==> src/rtl/button_conditioner.sv <==
// -----------------------------------------------------------------------------
// button_conditioner
//
// Purpose
//   Turns the raw LaunchPad push-button pin into clean, single-clock events for
//   the LED event stages. The pin is first brought into the CLK domain with a
//   two-flop synchroniser. A four-state debounce FSM then accepts a level
//   change only after DEBOUNCE_CYCLES consecutive stable synchronised samples.
//   From the accepted level the block derives edge pulses and a wrapping
//   press counter.
//
// Parameters
//   DEBOUNCE_CYCLES  stable synced samples needed to accept a change (>= 2)
//   LONG_CYCLES      cycles held in PRESSED before btn_long fires (>= 1)
//   CNT_W            width of press_count
//
// Ports
//   CLK          in   1      system clock, every register on the rising edge
//   RST          in   1      synchronous, active-high reset
//   button_raw   in   1      asynchronous raw button pin, active-high
//   btn_level    out  1      debounced level, 1 = pressed
//   btn_press    out  1      one-cycle pulse on an accepted press
//   btn_release  out  1      one-cycle pulse on an accepted release
//   press_count  out  CNT_W  accepted presses, wraps modulo 2^CNT_W
//   btn_long     out  1      one-cycle long-press pulse
//
// Configuration
//   BTN_LONG_PRESS_EN  when defined, a hold counter is built and btn_long
//                      pulses once per accepted press after LONG_CYCLES
//                      cycles held. When undefined, btn_long is tied to 0.
//
// Timing
//   If button_raw is high from sampling edge E onward, the FSM reaches PRESSED
//   on edge E+DEBOUNCE_CYCLES+1. btn_level and btn_press rise on edge
//   E+DEBOUNCE_CYCLES+2. Releases follow the same timing.
// -----------------------------------------------------------------------------
module button_conditioner #(
  parameter int DEBOUNCE_CYCLES = 16,
  parameter int LONG_CYCLES     = 64,
  parameter int CNT_W           = 8
) (
  input  logic             CLK,
  input  logic             RST,
  input  logic             button_raw,
  output logic             btn_level,
  output logic             btn_press,
  output logic             btn_release,
  output logic [CNT_W-1:0] press_count,
  output logic             btn_long
);

  // Debounce counter width. It only has to reach DEBOUNCE_CYCLES-1.
  localparam int DBC_W = (DEBOUNCE_CYCLES > 2) ? $clog2(DEBOUNCE_CYCLES) : 1;
  localparam logic [DBC_W-1:0] DBC_LAST = DBC_W'(DEBOUNCE_CYCLES - 1);

  typedef enum logic [1:0] {
    IDLE         = 2'd0,  // level 0, input stable low
    PRESS_WAIT   = 2'd1,  // level 0, input high, counting toward accept
    PRESSED      = 2'd2,  // level 1, input stable high
    RELEASE_WAIT = 2'd3   // level 1, input low, counting toward accept
  } state_t;

  // ---------------------------------------------------------------------------
  // Registers and their next-state values
  // ---------------------------------------------------------------------------
  logic             sync1;
  logic             sync2;
  state_t           state;
  state_t           state_next;
  logic [DBC_W-1:0] dbc;
  logic [DBC_W-1:0] dbc_next;

  // The entry flags record which transition just happened. They let the
  // registered outputs pulse on the first cycle of the new state, which keeps
  // btn_press aligned with btn_level.
  logic             press_entry;
  logic             press_entry_next;
  logic             release_entry;
  logic             release_entry_next;

  // Output register inputs
  logic             level_d;
  logic             press_d;
  logic             release_d;
  logic [CNT_W-1:0] count_d;
  logic             long_d;

`ifdef BTN_LONG_PRESS_EN
  localparam int HOLD_W = $clog2(LONG_CYCLES + 1);
  localparam logic [HOLD_W-1:0] HOLD_MAX = HOLD_W'(LONG_CYCLES);

  logic [HOLD_W-1:0] hold;
  logic [HOLD_W-1:0] hold_next;
  logic              long_hit;
  logic              long_hit_next;
`endif

  // ---------------------------------------------------------------------------
  // Process 1: state register. This also holds the synchroniser and the
  // output registers.
  // ---------------------------------------------------------------------------
  // NOTE: every flop here uses <=, so all right-hand sides read the values from
  // before the edge. The synchroniser chain depends on this: sync2 takes the
  // old sync1, not the value sync1 is receiving on the same edge.
  always_ff @(posedge CLK) begin
    if (RST) begin
      sync1         <= 1'b0;
      sync2         <= 1'b0;
      state         <= IDLE;
      dbc           <= '0;
      press_entry   <= 1'b0;
      release_entry <= 1'b0;
      btn_level     <= 1'b0;
      btn_press     <= 1'b0;
      btn_release   <= 1'b0;
      press_count   <= '0;
      btn_long      <= 1'b0;
    end else begin
      sync1         <= button_raw;
      sync2         <= sync1;
      state         <= state_next;
      dbc           <= dbc_next;
      press_entry   <= press_entry_next;
      release_entry <= release_entry_next;
      btn_level     <= level_d;
      btn_press     <= press_d;
      btn_release   <= release_d;
      press_count   <= count_d;
      btn_long      <= long_d;
    end
  end

`ifdef BTN_LONG_PRESS_EN
  always_ff @(posedge CLK) begin
    if (RST) begin
      hold     <= '0;
      long_hit <= 1'b0;
    end else begin
      hold     <= hold_next;
      long_hit <= long_hit_next;
    end
  end
`endif

  // ---------------------------------------------------------------------------
  // Process 2: next-state logic. The FSM reads only sync2.
  // ---------------------------------------------------------------------------
  // NOTE: every variable gets a default at the top of the block. Without the
  // defaults, any branch that skipped an assignment would infer a latch.
  always_comb begin
    state_next = state;
    dbc_next   = dbc;

    unique case (state)
      IDLE: begin
        if (sync2) begin
          state_next = PRESS_WAIT;
          dbc_next   = DBC_W'(1);
        end
      end

      PRESS_WAIT: begin
        if (!sync2) begin
          state_next = IDLE;
          dbc_next   = '0;
        end else if (dbc == DBC_LAST) begin
          state_next = PRESSED;
          dbc_next   = '0;
        end else begin
          dbc_next   = dbc + DBC_W'(1);
        end
      end

      PRESSED: begin
        if (!sync2) begin
          state_next = RELEASE_WAIT;
          dbc_next   = DBC_W'(1);
        end
      end

      RELEASE_WAIT: begin
        if (sync2) begin
          // Bounce during release: go back to PRESSED with no new press event.
          state_next = PRESSED;
          dbc_next   = '0;
        end else if (dbc == DBC_LAST) begin
          state_next = IDLE;
          dbc_next   = '0;
        end else begin
          dbc_next   = dbc + DBC_W'(1);
        end
      end

      default: begin
        state_next = IDLE;
        dbc_next   = '0;
      end
    endcase

    press_entry_next   = (state == PRESS_WAIT)   && (state_next == PRESSED);
    release_entry_next = (state == RELEASE_WAIT) && (state_next == IDLE);
  end

`ifdef BTN_LONG_PRESS_EN
  // The hold counter runs while the debounced level is 1. It saturates at
  // LONG_CYCLES, so btn_long can fire only once per accepted press. Bounces
  // through RELEASE_WAIT do not restart it.
  always_comb begin
    hold_next = hold;
    if ((state == PRESSED || state == RELEASE_WAIT) && (hold != HOLD_MAX)) begin
      hold_next = hold + HOLD_W'(1);
    end
    if ((state_next == IDLE) ||
        (state == PRESS_WAIT && state_next == PRESSED)) begin
      hold_next = '0;
    end
    long_hit_next = (hold_next == HOLD_MAX) && (hold != HOLD_MAX);
  end
`endif

  // ---------------------------------------------------------------------------
  // Process 3: output logic. These values feed the output registers, so every
  // output appears one edge after the state that produces it.
  // ---------------------------------------------------------------------------
  always_comb begin
    level_d   = (state == PRESSED) || (state == RELEASE_WAIT);
    press_d   = press_entry;
    release_d = release_entry;
    // The counter steps on the same edge that raises btn_press.
    count_d   = press_entry ? press_count + CNT_W'(1) : press_count;
`ifdef BTN_LONG_PRESS_EN
    long_d    = long_hit;
`else
    long_d    = 1'b0;
`endif
  end

endmodule

==> config.mk <==
export PLATFORM = sky130hd
export DESIGN_NAME = button_conditioner
export DESIGN_NICKNAME = d
export VERILOG_FILES = /design/src/rtl/button_conditioner.sv
export SDC_FILE = /design/constraint.sdc
export NUM_CORES = 1
export LEC_CHECK = 0
export CAP_MARGIN = 0
export CORE_UTILIZATION = 40
export DETAILED_ROUTE_END_ITERATION = 8
export GPL_ROUTABILITY_DRIVEN = 0
export PLACE_DENSITY = 0.67
export SLEW_MARGIN = 20
export SYNTH_ARGS = -nofsm -noshare
export SYNTH_HDL_FRONTEND = slang
export SYNTH_SLANG_ARGS = --single-unit
==> constraint.sdc <==
create_clock -name CLK -period 1.3 [get_ports CLK]
set_input_delay 0.13 -clock CLK [delete_from_list [all_inputs] [get_ports CLK]]
set_output_delay 0.13 -clock CLK [all_outputs]
set_load 0.005 [all_outputs]
==> results.cfg <==
[outcome]
status = finished, final reports clean

[global_route]
grt_overflow = 0
antenna_found_initial = 0
track_usage = 0.177
grt_pass1_wl_mm = 2.69
grt_max_degree = 13
grt_pass1_vias = 660

[sta]
hold_violations = 0
setup_viol = 0
slew_viol_final = 0
period_share = 0.980
fin_crit_ns = 1.27
max_freq_mhz = 785
fin_worst_skew_ns = 0.00382
timing.hold.ws_ns = 0.363
rsz0062_at_grt = yes

[setup_path]
cpMaxStageDelayCell = or3_4
reg2reg_to = press_count[6]
cp_max_fo = 3
crit_family = simple AND/OR/NAND/NOR gates
endpoint_kind = register
cpPeakStageDelay_ns = 0.38
rr_worst_depth = 5
reg2reg_from = press_count[0]
ff2ff_setup_slack_ns = 0.03
crit_start = press_count[0]
crit_type = reg -> reg
path_buf_inv = 1
worstPathRequired_ns = 1.55
setup.worst_path.start_class = register
arrival_ns = 1.52
crit_chain = buf_6 > ha_4 > nand3_1 > or3_4 > a21oi_2

[clock_tree]
cts_tree = built
clock_latency_ns = 0.31
path_clk_slew_ns = 0.12
cts_buffer_depth = 2
root_buffer = clkbuf_4
cts_buffers = 3
htreeDepth = 1
cts_sinks = 21

[synth]
syn_nets = 91
synth_edf_count = 0
async_flop_share = 0
synthCells = 86
yosysSeqAreaShare = 0.515
syn_area_um2 = 816
ys.warnings.count = 0
yosys-top-cells-area = dfxtp_1 (52%), nand3_1 (4.3%), xor2_1 (4.3%), nand4_1 (3.8%), nor2b_1 (3.8%)
post-synth-top-count-cell = dfxtp_1
avgSynthCellArea_um2 = 9.49
synth-seq-cells = 21
synth_flop_cell = dfxtp_1
synth_area_leader_cell = dfxtp_1
synth_common_cells = dfxtp_1 (21), nor2_1 (8), nand3_1 (7)
yosysTopAreaCellShare = 0.515
synth_cell_types = 26

[drt]
drt_pass1_iterations = 4
drc = 0
finalWirelength_mm = 1.67
via_per_inst = 5.18
ant_nets = 0
post_drt_wl_per_cell_um = 11.7
drt_iter0_markers = 8
via_count = 735

[die]
fp.coreArea_um2 = 1820
start_util = 0.448
fp.dieArea_um2 = 2220
num_io_pins = 15
die_width_um = 47.2
die_h_um = 47.2
row_count = 15

[power]
irDropWorstVdd_uv = 618
power_frac_clock = 0.317
p_sw_frac = 0.228
powerDensity_nw_per_um2 = 842
p_leak_nw = 0.612
switching_power_mw = 0.231
seq_power_share = 0.640
combPwrFrac = 0.043
fin_total_pwr_mw = 1.01
intPower_mw = 0.780

[placement]
placed_cells = 129
io_buffers = 13
dpl.hpwl_mm = 1.06

[min_path]
hold_path.class = in -> reg
whs_path_depth = 2
min-delay-start = button_raw
holdPathEnd = sync1

[finish]
multi_input_area_um2 = 407
fill_cells = 157
register_area_um2 = 438
finalNetCount = 123
diodes = 0
area_delta_synth_final_pct = 47.2
fin_cells = 142
final_layout_size_suffix_gt1_frac = 0.325

[flow_run]
maxCapViolations = 0
[stage by stage]
stage | worst slack, ns | cell area (um^2) | TNS [ns] | utilization
6_report | 0.0261 | 1200 | 0 | 0.660
3_3_place_gp | 0.0716 | 1020 | 0 | 0.563
3_5_place_dp | 0.0369 | 1020 | 0 | 0.563
2_1_floorplan | 0.0651 | 816 | 0 | -
5_1_grt | -0.0500 | 1200 | -0.0664 | 0.660
4_1_cts | 0.00168 | 1130 | 0 | 0.619
[logic make-up (layout without fill, tap and decap cells)]
| group | count (synthesis) | in the layout | share of synthesized area |
|---|---|---|---|
| adder cells (fa/ha/maj) | 2 | 2 | 0.0307 |
| AND/OR/NAND/NOR | 36 | 36 | 0.244 |
| multiplexers | 2 | 2 | 0.0245 |
| buffers and inverters | 6 | 37 | 0.0337 |
| AO/OA/AOI/OAI | 12 | 12 | 0.0828 |
| XOR/XNOR | 6 | 6 | 0.0644 |
| flip-flops | 21 | 21 | 0.515 |
| other | 1 | 1 | 0.00460 |
[worst max-delay path by stage]
stage	end	slack (ns)	cells after the start
3_3_place_gp	dbc[2]	0.07	3
5_1_grt	press_count[6]	-0.05	5
4_1_cts	press_count[4]	0.002	1
2_1_floorplan	dbc[2]	0.07	3
3_5_place_dp	dbc[2]	0.04	3
6_report	press_count[6]	0.03	5
[power groups by stage]
stage / clock network, mW / logic, mW / registers (mW)
5_1_grt: 0.358 / 0.0483 / 0.648
2_1_floorplan: 0 / 0.0212 / 0.667
6_report: 0.320 / 0.0439 / 0.647
4_1_cts: 0.328 / 0.0417 / 0.647
3_5_place_dp: 0 / 0.0414 / 0.666
3_3_place_gp: 0 / 0.0408 / 0.665
[registers in the layout, indices dropped and copies added (netlist names)]
name         count
press_count      8
dbc              4
state            2
btn_level        1
btn_press        1
btn_release      1
press_d          1
release_d        1
sync1            1
sync2            1
[final cells by class]
class	instances	area share
inverter	2	0.00625
multi-input combinational	59	0.339
clock buffer	3	0.0188
tap	25	0.0260
sequential	21	0.365
clock inverter	1	0.00417
timing repair buffer	31	0.242
[layout by cell type (no fill, tap or decap), types with 2 or more instances in the layout]
master,Yosys,final
clkbuf_4,0,3
inv_1,2,2
nand2_1,2,2
buf_4,1,17
dfxtp_2,0,8
nand3_1,7,7
o21ai_0,3,3
nor2b_1,5,5
clkdlybuf4s50_1,0,3
mux2i_1,2,2
or3_1,3,2
dfxtp_4,0,2
nand4_1,5,5
dfxtp_1,21,11
a21oi_1,5,4
or4_1,2,2
nor2_1,8,8
a31oi_1,3,3
dlymetal6s2s_1,0,9
xor2_1,4,3
[routing by layer]
layer / wire length [um] / GRT usage / vias to the layer above / part of all wire
met5: 0 / 0 / - / 0
met4: 38 / 0.114 / 0 / 0.023
met3: 42 / 0.0462 / 5 / 0.025
met2: 790 / 0.269 / 10 / 0.47
met1: 793 / 0.222 / 349 / 0.48
li1: - / - / 371 / -
[what timing repair did]
action	CTS	global route
hold endpoints to repair	0	0
hold buffers	0	0
setup endpoints to repair	8	14
cloned	0	0
resized for setup	11	19
setup buffers	8	1
No activity file was read; power rests on OpenSTA's default activity.
==> patch 1: new RTL, config.mk and constraints unchanged <==
The output `btn_release` loses its register stage (`btn_release` becomes a continuous assignment). Comments in the files are not updated.
--- a/src/rtl/button_conditioner.sv
+++ b/src/rtl/button_conditioner.sv
@@ -113,5 +113,4 @@
       btn_level     <= 1'b0;
       btn_press     <= 1'b0;
-      btn_release   <= 1'b0;
       press_count   <= '0;
       btn_long      <= 1'b0;
@@ -125,9 +124,10 @@
       btn_level     <= level_d;
       btn_press     <= press_d;
-      btn_release   <= release_d;
       press_count   <= count_d;
       btn_long      <= long_d;
     end
   end
+
+  assign btn_release = release_d;
 
 `ifdef BTN_LONG_PRESS_EN
Behaviour: same outputs for any inputs over 10 cycles, from zero or initial values and one cycle with RST high; that may be too few to reach the edited logic, so the function may still have changed.
==> patch 1 against the original RTL <==
Routed wire length fell by 9.2%; largest cell class unchanged; worst setup slack gained 0.048 ns; non-clock buffer count is the same; sequential power decreased by 4.3%; global-route usage decreased by 1.8 points; synthesized area down 2.6%; sequential share of layout area about the same; die area fell by 2.5%; final area fell by 4.6%; power fell by 0.39%; first-iteration DRC count rose by 25%; sequential cell count fell by 1; clock skew increased by 0.0030 ns.
==> patch 1: results (changes against the original RTL) <==
Final nets 121 (-1.6%); status complete, no violations; Synth Area in Adders 3.15% (+0.082 points); cells after synthesis 84 (-2.3%); synth unique cells 27 (+3.8%); sw power 200 uW (-13%); final WL 1510 um (-9.2%); Overall Global Routing Usage 15.9% (-1.8 points); largest net degree at the start of global routing 12 (-1); path depth of the worst reg2reg path 4 (-1); Critical Path Slowest Stage Cell clkdlybuf4s50_1; Compound-Gate Fraction of Synth Area 9.45% (+1.2 points); XOR/XNOR Fraction of Synth Area 6.61% (+0.17 points); fraction of layout cells with a size suffix above 1 31.3% (-1.2 points); VDD IR max 0.824 mV (+33%); Seq/Total Area, Yosys 50.4% (-1.1 points); crit path kind flop to primary output; placed instance area 996 um2 (-2.8%); wire length per cell 10.8 um (-8.0%); DP Worst Slack 0.0483 ns (+0.0114 ns); Sequential Power Share 61.4% (-2.6 points); Final Skew 0.00685 ns (+0.00302 ns); hpwl dp 1010 um (-5.0%); Critical Path Sink btn_press; vias in the first global route 562 (-15%); critical path's top delay family buffers and inverters; mux contribution to synthesized area 1.26% (-1.2 points); flop2flop setup slack 0.08 ns (+0.05 ns); First DRT Iteration DRCs 10 (+2); Worst Setup SP btn_press; worst r2r src press_count[1]; CP max FO 1 (-2)
## patch 1: cell families (layout without fill, tap and decap cells)
family	Yosys count	in the layout
multiplexers	1	1
XOR/XNOR	6	6
AND/OR/NAND/NOR	35	35
adder cells (fa/ha/maj)	2	2
buffers and inverters	6	37
flip-flops	20	20
other	1	1
AO/OA/AOI/OAI	13	13
## patch 1: area by class of cell
class / instances / area [um2] / area share (%)
multi-input combinational: 58 / 375 / 32.8
sequential: 20 / 418 / 36.5
clock buffer: 4 / 36.3 / 3.17
inverter: 2 / 7.51 / 0.655
tap: 25 / 31.3 / 2.73
timing repair buffer: 31 / 278 / 24.2
## patch 1: how the worst min path moves through the flow
stage,start,depth (start not counted),end,slack (ns)
floorplan,button_raw,1,sync1,0.26
CTS,button_raw,2,sync1,0.36
global placement,sync1,1,sync2,0.43
finish,button_raw,2,sync1,0.38
detailed placement,sync1,1,sync2,0.43
global route,button_raw,2,sync1,0.37
## patch 1: power by group through the flow
stage          Combinational [mW]  Sequential (mW)  Clock, mW
4_1_cts                    0.0404            0.619      0.366
5_1_grt                    0.0463            0.620      0.393
3_3_place_gp               0.0404            0.635          0
6_report                   0.0413            0.619      0.347
3_5_place_dp               0.0401            0.635          0
2_1_floorplan              0.0220            0.636          0
## patch 1: per-layer routing
layer	routed length, um	track usage (%)
met5	0	0
met4	13	5.29
met3	101	7.45
met2	670	21.4
met1	725	21.9
## patch 1: worst register-to-register path: cells and delay by family (launching register included)
family | cells | cell delay, ns
simple gates | 2 | 0.54
compound gates | 1 | 0.14
flops | 1 | 0.35
buf+inv | 1 | 0.12
## patch 1: repair_timing
action | CTS | global route
buffers inserted | 6 | 3
gates resized for setup | 10 | 15
pin swaps | 0 | 2
endpoints found under the setup margin | 7 | 13
==> patch 2: new RTL, config.mk and constraints unchanged <==
Without the edit above. `DEBOUNCE_CYCLES`: 16 -> 32.
--- a/src/rtl/button_conditioner.sv
+++ b/src/rtl/button_conditioner.sv
@@ -36,5 +36,5 @@
 // -----------------------------------------------------------------------------
 module button_conditioner #(
-  parameter int DEBOUNCE_CYCLES = 16,
+  parameter int DEBOUNCE_CYCLES = 32,
   parameter int LONG_CYCLES     = 64,
   parameter int CNT_W           = 8
Formal check against the unedited RTL: no difference found for any inputs over 10 cycles, from zero or initial values and one cycle with RST high; that may be too few to reach the edited logic, so the function may still have changed.
==> patch 2 against the original RTL <==
The flow now finishes with violations (setup timing); sequential cell count is 1 higher; combinational power is 8.4% higher; synthesized cell count is 10% higher; routed wire length up 8.5%; power grew 8.8%; utilization decreased by 1.1 points; synthesized area up 9.7%; worst setup slack got worse by 0.074 ns; highest routed layer is now met3; non-clock buffer count up 1; final area increased by 9.2%; die area grew 9.2%; critical path type unchanged; cell count increased by 8.5%; critical endpoint is now press_count[7]; fmax is 5.5% lower.
==> patch 2: results (changes against the original RTL) <==
hpwl dp 1250 um (+18%); sw power 230 uW (-0.43%); Overall Global Routing Usage 16.1% (-1.6 points); top flop regs press_count: 8 flops, dbc: 5 flops, state: 2 flops; Slowest Stage Delay on Critical Path 0.57 ns (+0.19 ns); setup_tns -0.133 ns (-0.133 ns); largest net degree at the start of global routing 16 (+3); crit path DAT 1.59 ns (+0.07 ns); path depth of the worst reg2reg path 3 (-2); Clock power frac 33.7% (+2.0 points); Final Skew 0.00466 ns (+0.000837 ns); dpl cells 144 (+12%); final setup fails 3 (+3); status finished, violations left; CP max FO 4 (+1); Seq/Total Area, Yosys 49.2% (-2.3 points); final cell count without fillers 154 (+8.5%); worst r2r src press_count[1]; syn_area_per_cell 9.42 um2 (-0.73%); leak pwr 0.552 nW (-9.8%); violated checks setup timing; via count 774 (+5.3%); VDD IR max 0.707 mV (+14%); First DRT Iteration DRCs 26 (+18); Final nets 134 (+8.9%); RR Endpoint press_count[7]; Hold Slack 0.363 ns (-0.000203 ns); Critical Path Slowest Stage Cell or4_4; synth unique cells 29 (+12%); vias in the first global route 710 (+7.6%); Post-Syn Nets 101 (+11%); Final WS setup -0.0483 ns (-0.0745 ns)
-- patch 2: cells by family after synthesis --
family | count (synthesis) | share of synthesized area [%]
compound gates | 11 | 7.83
xor+xnor | 6 | 6.71
fa+ha+maj | 3 | 4.20
buf+inv | 6 | 3.36
flops | 22 | 49.2
mux | 1 | 1.12
other cells | 1 | 0.419
simple gates | 45 | 27.1
-- patch 2: power by group through the flow --
stage               Sequential, mW  Combinational, mW  Clock [mW]
finish                       0.682             0.0476       0.371
CTS                          0.684             0.0474       0.383
global placement             0.698             0.0454           0
floorplan                    0.699             0.0249           0
detailed placement           0.699             0.0463           0
global route                 0.683             0.0544       0.407
-- patch 2: layout make-up --
class,instances,area (um2)
Fill cell,173,711
Multi-Input combinational cell,67,503
Sequential cell,22,457
Timing Repair Buffer,32,274
Clock buffer,4,36.3
Tap cell,27,33.8
Inverter,2,7.51
-- patch 2: worst max path at each step --
stage	endpoint	slack, ns	cells past startpoint
finish	press_count[7]	-0.05	3
global route	press_count[7]	-0.11	3
CTS	dbc[3]	-0.06	6
detailed placement	press_d	-0.08	5
global placement	dbc[3]	0.007	6
floorplan	dbc[3]	0.0006	6
-- patch 2: metal layers --
metal / global-route usage (%) / routed length [um] / vias to the layer above
met4: 2.94 / 0 / 0
met3: 5.61 / 98 / 0
li1: - / - / 391
met5: 0 / 0 / -
met1: 20.8 / 846 / 363
met2: 26.0 / 862 / 20
-- patch 2: through the flow --
stage,instance area (um2),worst slack (ns)
after floorplan,922,0.000619
after global placement,1160,0.00669
after detailed placement,1160,-0.0816
after CTS,1230,-0.0584
after global routing,1310,-0.110
final,1310,-0.0483
-- patch 2: repair_timing --
action                                  CTS  global route
resized for setup                        18            12
pin swaps                                 3             6
buffers inserted                          1             5
endpoints found under the setup margin   13             9
